### src/rtl/multibyte_compare_sequencer.sv
// multibyte_compare_sequencer: compares two NBYTES-wide operands one byte per cycle, MSB byte first, stopping at the first unequal byte
// Ports: clk, rst (sync, active-high); start, a_in, b_in (request, operands sampled when idle);
//        busy, done (one-cycle pulse); less/equal/greater, bytes_used (held until the next accepted start).
// Build option: define SIGNED_COMPARE_EN to treat the operands as two's complement.
module eight_bit_comparator (
  input  logic [7:0] a,
  input  logic [7:0] b,
  input  logic       lin,
  input  logic       ein,
  input  logic       gin,
  output logic       lout,
  output logic       eout,
  output logic       gout
);
  assign lout = (a < b) | ((a == b) & lin);
  assign eout = (a == b) & ein;
  assign gout = (a > b) | ((a == b) & gin);
endmodule

module multibyte_compare_sequencer #(
  parameter int NBYTES = 4,
  parameter int CW = 5
) (
  input  logic                clk,
  input  logic                rst,
  input  logic                start,
  input  logic [8*NBYTES-1:0] a_in,
  input  logic [8*NBYTES-1:0] b_in,
  output logic                busy,
  output logic                done,
  output logic                less,
  output logic                equal,
  output logic                greater,
  output logic [CW-1:0]       bytes_used
);
  localparam int IW = $clog2(NBYTES);
  typedef enum logic {IDLE, CMP} state_t;
  state_t state, state_n;
  logic [8*NBYTES-1:0] a_reg, b_reg;
  logic [IW-1:0] idx;
  logic [7:0] a_byte, b_byte;
  logic lt, eq, gt, last;
`ifdef SIGNED_COMPARE_EN
  // Flipping the sign bit of the top byte maps two's complement order onto unsigned order.
  logic msb;
  assign msb = idx == IW'(NBYTES - 1);
  assign a_byte = a_reg[idx*8 +: 8] ^ {msb, 7'b0};
  assign b_byte = b_reg[idx*8 +: 8] ^ {msb, 7'b0};
`else
  assign a_byte = a_reg[idx*8 +: 8];
  assign b_byte = b_reg[idx*8 +: 8];
`endif
  eight_bit_comparator u_cmp (
    .a(a_byte), .b(b_byte), .lin(1'b0), .ein(1'b1), .gin(1'b0),
    .lout(lt), .eout(eq), .gout(gt)
  );
  assign busy = state == CMP;
  assign last = !eq || idx == '0;
  always_ff @(posedge clk)
    state <= rst ? IDLE : state_n;
  always_comb begin
    state_n = state;
    if (state == IDLE) state_n = start ? CMP : IDLE;
    else state_n = last ? IDLE : CMP;
  end
  always_ff @(posedge clk) begin
    if (rst) begin
      done <= 1'b0;
      less <= 1'b0;
      equal <= 1'b0;
      greater <= 1'b0;
      bytes_used <= '0;
      idx <= '0;
    end else begin
      done <= 1'b0;
      if (state == IDLE && start) begin
        a_reg <= a_in;
        b_reg <= b_in;
        idx <= IW'(NBYTES - 1);
        less <= 1'b0;
        equal <= 1'b0;
        greater <= 1'b0;
      end else if (state == CMP) begin
        if (last) begin
          less <= lt;
          equal <= eq;
          greater <= gt;
          bytes_used <= CW'(NBYTES) - CW'(idx);
          done <= 1'b1;
        end else idx <= idx - 1'b1;
      end
    end
  end
endmodule

### config.mk
export PLATFORM = sky130hd
export DESIGN_NAME = multibyte_compare_sequencer
export DESIGN_NICKNAME = d
export VERILOG_FILES = /design/src/rtl/multibyte_compare_sequencer.sv
export SDC_FILE = /design/constraint.sdc
export NUM_CORES = 1
export LEC_CHECK = 0
export CAP_MARGIN = 25
export CORE_UTILIZATION = 40
export DETAILED_ROUTE_END_ITERATION = 8
export GPL_TIMING_DRIVEN = 0
export HOLD_SLACK_MARGIN = 0.08
export PLACE_DENSITY = 0.67
export REMOVE_ABC_BUFFERS = 1
export SLEW_MARGIN = 5
export SYNTH_ARGS = -nofsm -noshare
export SYNTH_HDL_FRONTEND = slang
export SYNTH_HIERARCHICAL = 1
export SYNTH_SLANG_ARGS = --single-unit
export TNS_END_PERCENT = 20
### constraint.sdc
create_clock -name clk -period 16.1 [get_ports clk]
set_clock_uncertainty 0.05 [all_clocks]
set_input_delay 3.22 -clock clk [delete_from_list [all_inputs] [get_ports clk]]
set_output_delay 3.22 -clock clk [all_outputs]
set_load 0.05 [all_outputs]
==> metrics.md <==
| Metric | Value |
|---|---|
| Post-CTS resize count | `0` |
| First-pass GRT wire length | `8.05 mm` |
| Fin cells | `354` |
| Critical path class | `in2reg` |
| Worst slew pin tran | `0.925 ns` |
| Initial DRC Count | `51` |
| Clk slew on worst S/H paths | `0.08 ns` |
| Distinct cells, synth | `36` |
| GRT Total Usage | `14.4%` |
| IO Count | `77` |
| Min-delay worst type | `reg2reg` |
| Crit end category | `flip-flop` |
| Mapped cell area | `3020 um2` |
| RSZ-0062 raised after global routing | `no` |
| Inserted Clock Buffers | `9` |
| VDD IR max | `0.0000531 V` |
| Initial cell density of the core | `41.4%` |
| # hold bufs at CTS | `0` |
| Outcome | `completed` |
| Max-slew headroom | `38.1%` |
| Vias in the first global route | `1,717` |
| Worst Path Arrival | `5.11 ns` |
| Finish-stage setup viols | `0` |
| CP Max Fanout | `13` |
| Synthesized netlist cell count | `164` |
| Crit share post-route | `31.7%` |
| Placed insts | `338` |
| Postcts setup bufs | `0` |
| Skew-Pair Late Insertion Delay | `0.34 ns` |
| FMAX | `196 MHz` |
| Max-cap violations | `0` |
| CTS tree | `built` |
| Cell area power density | `105 nW/um2` |
| Die area | `7900 um2` |
| Root buf cell | `clkbuf_8` |
| DRT Wirelength | `5.04 mm` |
| Clock sinks | `74` |
| Number of I/O port buffers | `74` |
| Post-route ant nets | `0` |
| Pin count of the biggest net entering global routing | `18` |
| Syn Area/Cell | `18.4 um2` |
| EDFF count, synth | `64` |
| Site row count | `31` |
| Startpoint Class | `input port` |
| Clock Tree Buf Depth | `2` |
| Post-synthesis sequential area ratio | `70.3%` |
| Gr ovfl total | `0` |
| Die span in y | `88.9 um` |
| Final RePlAce weighted congestion | `0.764` |
| Top FF cell, synth | `edfxtp_1` |
| Leakage | `1.46 nW` |
| Via count | `1,681` |
| Share of cells above drive strength 1 | `13.3%` |
| H-tree Lvls | `3` |
| Syn-to-layout area delta | `36.7%` |
| FFs w/ async S/R, synth | `0%` |
| Ys Warns | `6` |
| Tmin final | `5.11 ns` |
| Vias/cell | `4.75` |
| Req. time, crit path | `16.10 ns` |
| # diodes | `0` |
| HPWL after detailed placement | `3.67 mm` |
| Drt drc | `0` |
| Synth Register Bits | `74` |
| Final nets | `326` |
| Hold Slack | `0.429 ns` |
| Hold Fails Final Rpt | `0` |
| Initial antenna violation count | `0` |
| Total Power | `432 uW` |
| Slew Viols, Final | `0` |
| Wire per inst | `14.2 um` |
| DRT Pass-1 Iters | `6` |
| Core Box Area | `7290 um2` |
| Setup TNS | `0 ns` |
| Die width | `88.9 um` |
## through the flow
| step | setup WS, ns | util [%] | cell area (um2) |
|---|---|---|---|
| 2_1_floorplan | 7.60 | - | 2970 |
| 3_3_place_gp | 5.22 | 52.5 | 3830 |
| 3_5_place_dp | 10.60 | 53.6 | 3910 |
| 4_1_cts | 10.96 | 56.6 | 4130 |
| 5_1_grt | 10.84 | 56.6 | 4130 |
| 6_report | 10.99 | 56.6 | 4130 |
## critical path, cell delays in order
cell	delay, ns
clkdlybuf4s50_1	0.59
nor3b_2	0.83
buf_6	0.27
buf_6	0.18
## worst paths after layout
kind | startpoint | end | slack, ns | depth (start not counted)
setup reg to reg | idx[0] | less | 12.83 | 9
hold / removal | bytes_used[2] | bytes_used[2] | 0.43 | 2
hold reg to reg | bytes_used[2] | bytes_used[2] | 0.43 | 2
setup / recovery | rst | a_reg[21] | 10.99 | 4
## Yosys cell counts, types with 2 or more instances
cell type  count  area [um2]
o21ai_0        3        15.0
ha_1           9         113
edfxtp_1      64        1920
a21oi_1        8        40.0
conb_1         2        7.51
dfxtp_1       10         200
buf_2          3        15.0
mux4_2         7         158
buf_4          2        15.0
nand3_1        5        25.0
nor2b_1        3        18.8
a22o_1         2        17.5
inv_1         12        45.0
mux4_1         9         236
nand2_1        4        15.0
## layout by cell type (no fill, tap or decap), drive strengths merged, types with 2 or more instances in the layout
cell and count:
a21oi 9, a22o 2, buf 6, bufinv 2, clkbuf 9, clkdlybuf4s50 74
clkinv 2, clkinvlp 2, conb 5, dfxtp 10, edfxtp 64, ha 9
inv 13, mux4 16, nand2 4, nand3 5, nor2b 3, o21ai 3
## area by class of cell
| cell class | count | area, um2 |
|---|---|---|
| clock inverter | 7 | 92.6 |
| timing repair buffer | 80 | 816 |
| clock buffer | 9 | 124 |
| sequential | 74 | 2120 |
| multi-input combinational | 73 | 805 |
| tap | 99 | 124 |
| fill | 614 | 3160 |
| inverter | 12 | 45.0 |
## kinds of logic after synthesis
kind of cell | Yosys count | synth area share (%)
buf+inv | 20 | 3.64
mux | 16 | 13.0
other cells | 2 | 0.249
fa+ha+maj | 9 | 3.73
simple gates | 22 | 4.31
flops | 74 | 70.3
compound gates | 21 | 4.76
## power breakdown
part	leakage, nW	switching, mW	total (mW)	internal (mW)
Clock	0.103	0.0693	0.156	0.0870
Combinational	0.675	0.0224	0.0545	0.0322
Sequential	0.677	0.00426	0.222	0.217
Total	1.46	0.0959	0.432	0.337
## layer usage
layer	share of wire (%)	vias to the layer above	GRT usage, %
met4	1.3	0	4.40
met1	41	793	17.4
met2	51	62	24.1
met3	7.1	9	5.54
li1	-	817	-
met5	0	-	0
Power figures use the tool's default switching activity.
